**src/rtl/axist_pkg.sv**
```systemverilog
// Shared types and helpers for the axist stream-slave receive path.
package axist_pkg;

    typedef enum logic [1:0] {
        IDLE   = 2'd0,
        IN_PKT = 2'd1,
        DROP   = 2'd2
    } rx_state_e;

    // Width needed to count 0..depth entries inclusive.
    function automatic int lvl_w(input int depth);
        return $clog2(depth) + 1;
    endfunction

endpackage

```
**src/rtl/axist_sync_fifo.sv**
```systemverilog
// First-word-fall-through FIFO holding {last, data} beats.
// Head entry is visible on rd_* whenever the FIFO is non-empty.
module axist_sync_fifo
    import axist_pkg::*;
#(
    parameter int DATA_WIDTH = 8,
    parameter int DEPTH      = 16,
    localparam int LW        = lvl_w(DEPTH)
) (
    input  logic                  clk,
    input  logic                  rst_n,
    input  logic                  wr_en,
    input  logic [DATA_WIDTH-1:0] wr_data,
    input  logic                  wr_last,
    input  logic                  rd_en,
    output logic                  rd_valid,
    output logic [DATA_WIDTH-1:0] rd_data,
    output logic                  rd_last,
    output logic [LW-1:0]         level
);

    localparam int PW = $clog2(DEPTH);

    logic [DATA_WIDTH:0] mem_q [DEPTH];
    logic [PW-1:0]       wr_ptr_q, wr_ptr_d;
    logic [PW-1:0]       rd_ptr_q, rd_ptr_d;
    logic [LW-1:0]       level_q, level_d;
    logic                push, pop;

    assign push = wr_en & (level_q != LW'(DEPTH));
    assign pop  = rd_en & (level_q != '0);

    always_comb begin
        wr_ptr_d = wr_ptr_q;
        rd_ptr_d = rd_ptr_q;
        level_d  = level_q;
        if (push) wr_ptr_d = wr_ptr_q + 1'b1;
        if (pop)  rd_ptr_d = rd_ptr_q + 1'b1;
        if (push && !pop) level_d = level_q + 1'b1;
        else if (pop && !push) level_d = level_q - 1'b1;
    end

    always_ff @(posedge clk or negedge rst_n) begin
        if (!rst_n) begin
            wr_ptr_q <= '0;
            rd_ptr_q <= '0;
            level_q  <= '0;
        end else begin
            wr_ptr_q <= wr_ptr_d;
            rd_ptr_q <= rd_ptr_d;
            level_q  <= level_d;
        end
    end

    // Storage has no reset; outputs are gated to zero while empty.
    always_ff @(posedge clk) begin
        if (push) mem_q[wr_ptr_q] <= {wr_last, wr_data};
    end

    assign rd_valid = (level_q != '0);
    assign rd_data  = rd_valid ? mem_q[rd_ptr_q][DATA_WIDTH-1:0] : '0;
    assign rd_last  = rd_valid ? mem_q[rd_ptr_q][DATA_WIDTH] : 1'b0;
    assign level    = level_q;

endmodule

```
**src/rtl/axist_slv_buf.sv**
```systemverilog
// AXI-Stream slave buffer: FWFT beat FIFO with packet tracking.
// Optional over-length truncation enabled by AXIST_SLV_LEN_CHECK_EN.
module axist_slv_buf
    import axist_pkg::*;
#(
    parameter int DATA_WIDTH  = 8,
    parameter int DEPTH       = 16,
    parameter int MAX_PKT_LEN = 256,
    localparam int LW         = lvl_w(DEPTH)
) (
    input  logic                  clk,
    input  logic                  rst_n,
    input  logic                  valid,
    input  logic                  last,
    input  logic [DATA_WIDTH-1:0] din,
    output logic                  ready,
    input  logic                  rd_en,
    output logic                  rd_valid,
    output logic [DATA_WIDTH-1:0] rd_data,
    output logic                  rd_last,
    output logic [LW-1:0]         level,
    output logic [LW-1:0]         pkt_cnt,
    output logic                  err_len
);

    if (DEPTH < 2 || (DEPTH & (DEPTH - 1)) != 0) begin : g_bad_depth
        $error("axist_slv_buf: DEPTH must be a power of two >= 2");
    end
    if (MAX_PKT_LEN < 1) begin : g_bad_len
        $error("axist_slv_buf: MAX_PKT_LEN must be >= 1");
    end

    rx_state_e     state_q, state_d;
    logic          ready_q, ready_d;
    logic [LW-1:0] pkt_cnt_q, pkt_cnt_d;
    logic [LW-1:0] level_nxt;
    logic          accept, push, pop, trunc, store_last;

    assign accept     = valid & ready_q;
    assign push       = accept & (state_q != DROP);
    assign pop        = rd_en & rd_valid;
    assign store_last = last | trunc;

`ifdef AXIST_SLV_LEN_CHECK_EN
    localparam int BW = $clog2(MAX_PKT_LEN + 1);

    logic [BW-1:0] beat_cnt_q, beat_cnt_d, beat_num;
    logic          err_len_q;

    // Ordinal of the beat being accepted, saturating at MAX_PKT_LEN.
    always_comb begin
        beat_num = BW'(1);
        if (state_q == IN_PKT) begin
            beat_num = (beat_cnt_q == BW'(MAX_PKT_LEN)) ? beat_cnt_q : beat_cnt_q + 1'b1;
        end
        beat_cnt_d = push ? beat_num : beat_cnt_q;
    end

    assign trunc = push & ~last & (beat_num == BW'(MAX_PKT_LEN));

    always_ff @(posedge clk or negedge rst_n) begin
        if (!rst_n) begin
            beat_cnt_q <= '0;
            err_len_q  <= 1'b0;
        end else begin
            beat_cnt_q <= beat_cnt_d;
            err_len_q  <= trunc;
        end
    end

    assign err_len = err_len_q;
`else
    assign trunc   = 1'b0;
    assign err_len = 1'b0;
`endif

    always_comb begin
        state_d = state_q;
        if (accept) begin
            case (state_q)
                IDLE, IN_PKT: begin
                    if (last)       state_d = IDLE;
                    else if (trunc) state_d = DROP;
                    else            state_d = IN_PKT;
                end
                DROP:    if (last) state_d = IDLE;
                default: state_d = IDLE;
            endcase
        end
    end

    // ready is registered from the post-edge occupancy, so a pop while full
    // only reopens the input on the following cycle.
    always_comb begin
        level_nxt = level + LW'(push) - LW'(pop);
        ready_d   = (level_nxt != LW'(DEPTH)) || (state_d == DROP);
        pkt_cnt_d = pkt_cnt_q + LW'(push & store_last) - LW'(pop & rd_last);
    end

    always_ff @(posedge clk or negedge rst_n) begin
        if (!rst_n) begin
            state_q   <= IDLE;
            ready_q   <= 1'b0;
            pkt_cnt_q <= '0;
        end else begin
            state_q   <= state_d;
            ready_q   <= ready_d;
            pkt_cnt_q <= pkt_cnt_d;
        end
    end

    axist_sync_fifo #(
        .DATA_WIDTH (DATA_WIDTH),
        .DEPTH      (DEPTH)
    ) u_fifo (
        .clk      (clk),
        .rst_n    (rst_n),
        .wr_en    (push),
        .wr_data  (din),
        .wr_last  (store_last),
        .rd_en    (rd_en),
        .rd_valid (rd_valid),
        .rd_data  (rd_data),
        .rd_last  (rd_last),
        .level    (level)
    );

    assign ready   = ready_q;
    assign pkt_cnt = pkt_cnt_q;

endmodule

```
**config.mk**
```make
export PLATFORM = sky130hd
export DESIGN_NAME = axist_slv_buf
export DESIGN_NICKNAME = d
export VERILOG_FILES = /design/src/rtl/axist_pkg.sv /design/src/rtl/axist_sync_fifo.sv /design/src/rtl/axist_slv_buf.sv
export SDC_FILE = /design/constraint.sdc
export NUM_CORES = 1
export LEC_CHECK = 0
export BUFFER_PORTS_ARGS = -buffer_cell sky130_fd_sc_hd__buf_2
export CAP_MARGIN = 10
export CORE_ASPECT_RATIO = 2
export CORE_MARGIN = 3
export CORE_UTILIZATION = 36
export DETAILED_ROUTE_END_ITERATION = 6
export PLACE_DENSITY = 0.62
export SYNTH_ARGS = -nofsm -noshare
export SYNTH_HDL_FRONTEND = slang
export SYNTH_SLANG_ARGS = --single-unit
```
**constraint.sdc**
```tcl
create_clock -name clk -period 3.23 [get_ports clk]
set_clock_uncertainty 0.2 [all_clocks]
set_input_delay 0.1615 -clock clk [delete_from_list [all_inputs] [get_ports clk]]
set_output_delay 0.1615 -clock clk [all_outputs]
set_load 0.05 [all_outputs]
```
==> impl_metrics.csv <==
group,metric,value,unit
outcome,outcome,"finished, final reports clean",
detailed_routing,routedWlPerCell,20.22,um
sta,timing_max_transition_violations_final,0,
pwr,design_power_total,8360,uW
sta,setup_violations,0,
worst_setup_path,crit_path_max_incr_delay,0.61,ns
grt,grt_remaining_overflow,0,
worst_setup_path,worstPathRequired,2.87,ns
clocking,numClockSinks,165,
floorplanning,floorplan.initialDensity,0.3674,
cells_and_area,area.growth.synth_to_final,18.45,%
worst_setup_path,cpLargestDelayFamily,"multiplexers",
sta,timing.final.crit_share,0.9539,
synthesis,synth_area_leaders,"sky130_fd_sc_hd__edfxtp_1, sky130_fd_sc_hd__dfrtp_1, sky130_fd_sc_hd__mux4_1",
grt,antenna_found_initial,0,
worst_setup_path,crit_arrival,2.72,ns
clocking,clock_tree.root_cell,"sky130_fd_sc_hd__clkbuf_16",
worst_setup_path,cp-end-kind,"output port",
synthesis,synth-seq-cells,165,
cells_and_area,final_util,0.4351,
clocking,tritoncts.num_buffers,17,
synthesis,syn_area_per_cell,18.48,sq um
pwr,ir_worst_vdd,0.8963,mV
grt,grt_first_pass_wirelength,23160,um
run,maxCapViolations,0,
synthesis,postSynthCellCount,385,
sta,finalHoldViolCount,0,
grt,grt_start_max_net_pins,22,
worst_hold_path,timing.hold.worst.class,"primary input to async pin",
pwr,p_leak,0.003077,uW
detailed_routing,drt-vias-per-instance,4.930,
worst_setup_path,setup.worst_path.start_class,"flip-flop",
synthesis,netlist_area,0.007116,sq mm
cells_and_area,share_of_final_layout_standard_cells_stronger_than_drive_strength_1,0.2777,
placed_design,dpl_hpwl,10460,um
synthesis,netlist.top_cell.by_area,"sky130_fd_sc_hd__edfxtp_1",
worst_setup_path,timing.critical_path.cells,"buf_4 -> buf_4 -> mux4_1 -> mux2_2 -> o21ai_1 -> a21oi_1 -> buf_2",
floorplanning,floorplan.die_area,0.02159,sq mm
worst_setup_path,crit_cells,7,
synthesis,synth-warning-count,0,
grt,vias_in_the_first_global_route,3910,
cells_and_area,fin_nets,502,
placed_design,numPortBuffers,33,
worst_setup_path,cp_common_cell,"sky130_fd_sc_hd__buf_4",
worst_setup_path,cp_max_fo,21,
synthesis,synthesis.nets,421,
floorplanning,die_h,204.8,um
placed_design,dp_worst_slack,0.02746,ns
floorplanning,die_width,105.4,um
clocking,clkTransAtPathRegs,0.06,ns
floorplanning,design.core.area,0.01937,sq mm
clocking,htree_levels,4,
sta,period_minus_slack,3.081,ns
detailed_routing,drt_first_pass_iters,5,
placed_design,globalplace.congestion,0.7529,
floorplanning,placement_rows,72,
clocking,clock_insertion_delay_worst_skew,0.42,ns
worst_setup_path,critPathBufInv,3,
detailed_routing,antenna_violating_nets_post_route,0,
synthesis,synth_cell_type_count,40,
grt,gr-usage-all-layers,0.1465,
detailed_routing,dr_total_vias,3638,
sta,layout_setup_ws,0.1489,ns
synthesis,yosysSeqAreaShare,0.6816,
pwr,power.density_cell_area,991.9,mW/mm^2
worst_setup_path,crit_path_max_delay_cell_type,"sky130_fd_sc_hd__mux4_1",
cells_and_area,mostFrequentLayoutCells,"sky130_fd_sc_hd__edfxtp_1, sky130_fd_sc_hd__buf_2, sky130_fd_sc_hd__buf_4",
sta,rsz0062_at_grt,"no",
cells_and_area,inserted_diodes,0,
detailed_routing,post-route-drc-count,0,
sta,fmax,324.6,MHz
cells_and_area,mostFrequentLayoutCell,"sky130_fd_sc_hd__edfxtp_1",
worst_setup_path,rr_worst_depth,11,
floorplanning,top_level_ports,35,
clocking,max-clock-path-buffers,2,
sta,setup-tns-final,0,ns
synthesis,synth.top_cell.area_share,0.6077,
detailed_routing,drt_iter0_markers,189,
worst_setup_path,criticalPathCategory,"flip-flop to output port",
clocking,cts_tree,"done",
detailed_routing,finalWirelength,14920,um
-- where the power goes --
| part | switching [uW] | leakage, uW | total [uW] | internal [uW] |
|---|---|---|---|---|
| clock network | 803 | 0.000261 | 1930 | 1130 |
| logic | 2140 | 0.00127 | 3560 | 1420 |
| registers | 202 | 0.00154 | 2870 | 2660 |
-- per-layer routing --
layer | global-route usage | vias up | share of wire
li1 | - | 1668 | -
met4 | 0.05068 | 0 | 0.013
met2 | 0.2779 | 71 | 0.59
met1 | 0.1598 | 1888 | 0.38
met3 | 0.02901 | 11 | 0.026
met5 | 0 | - | 0
-- repair_timing --
item	4_1_cts	5_1_grt
endpoints found under the hold margin	169	0
endpoints found under the setup margin	0	3
setup buffers	0	3
hold buffers	12	0
gates resized for setup	0	6
-- per-stage QoR --
step / cells / cell area, sq um / hold slack (ns)
after CTS: 735 / 8389 / 0.04761
after detailed placement: 691 / 7704 / -0.03644
after global placement: 691 / 7704 / -0.04613
after global routing: 738 / 8428 / 0.08934
final: 738 / 8428 / 0.03684
after floorplan: 385 / 7118 / -0.3341
-- cell type report --
cell class	count	area [sq um]
well taps	259	324.1
fillers	1696	10940
clock inverters	14	136.4
inverters	25	93.84
clock buffers	18	429.2
flip-flops and latches	165	4853
multi-input cells	180	2066
repair buffers	77	525.5
-- synth_stat cells --
cell and n:
sky130_fd_sc_hd__and2_1 12, sky130_fd_sc_hd__o31ai_1 2, sky130_fd_sc_hd__o21ai_0 2, sky130_fd_sc_hd__o21bai_1 1
sky130_fd_sc_hd__and3_1 1, sky130_fd_sc_hd__o21ai_1 11, sky130_fd_sc_hd__edfxtp_1 144, sky130_fd_sc_hd__a2111oi_0 1
sky130_fd_sc_hd__ha_1 20, sky130_fd_sc_hd__xor2_1 3, sky130_fd_sc_hd__inv_1 24, sky130_fd_sc_hd__mux4_2 19
sky130_fd_sc_hd__a221oi_4 1, sky130_fd_sc_hd__and3b_1 1, sky130_fd_sc_hd__a21o_1 5, sky130_fd_sc_hd__nor3b_2 1
sky130_fd_sc_hd__nor3b_1 1, sky130_fd_sc_hd__conb_1 1, sky130_fd_sc_hd__or4b_4 1, sky130_fd_sc_hd__xnor2_1 14
sky130_fd_sc_hd__nor3_1 4, sky130_fd_sc_hd__fa_1 3, sky130_fd_sc_hd__inv_2 1, sky130_fd_sc_hd__mux2_1 2
sky130_fd_sc_hd__dfrtp_1 21, sky130_fd_sc_hd__buf_4 3, sky130_fd_sc_hd__buf_2 5, sky130_fd_sc_hd__nand2_1 10
sky130_fd_sc_hd__buf_6 2, sky130_fd_sc_hd__mux2i_1 11, sky130_fd_sc_hd__nand4_1 2, sky130_fd_sc_hd__mux4_1 17
sky130_fd_sc_hd__o2111ai_1 1, sky130_fd_sc_hd__nor2_1 7, sky130_fd_sc_hd__nand3b_1 1, sky130_fd_sc_hd__clkbuf_1 2
sky130_fd_sc_hd__nand2_2 1, sky130_fd_sc_hd__buf_8 3, sky130_fd_sc_hd__mux2_2 9, sky130_fd_sc_hd__a21oi_1 15
-- cells by family (layout without fill, tap and decap cells) --
group | Yosys count | in the layout | synth area share
AO/OA/AOI/OAI | 39 | 39 | 0.03429
XOR/XNOR | 17 | 17 | 0.02093
adder cells (fa/ha/maj) | 23 | 23 | 0.04361
buffers and inverters | 40 | 134 | 0.03042
flip-flops | 165 | 165 | 0.6816
multiplexers | 58 | 58 | 0.1558
other | 1 | 1 | 0.0005270
AND/OR/NAND/NOR | 42 | 42 | 0.03288
-- flip-flops by register name (all words and copies together) (netlist names) --
register,flops
u_fifo.mem_q,144
pkt_cnt,5
u_fifo.level,5
u_fifo.rd_ptr_q,4
u_fifo.wr_ptr_q,4
state_q,2
ready,1
-- worst paths after layout --
check / from / end / slack, ns
min reg2reg: pkt_cnt[0] / pkt_cnt[0] / 0.31
max in group asynchronous: rst_n / u_fifo.level[2] / 2.43
max reg2reg: u_fifo.level[2] / u_fifo.level[4] / 0.16
min: rst_n / pkt_cnt[4] / 0.04
max: u_fifo.rd_ptr_q[1] / rd_data[4] / 0.15
min in group clk: pkt_cnt[0] / pkt_cnt[0] / 0.31
Power figures use the tool's default switching activity.
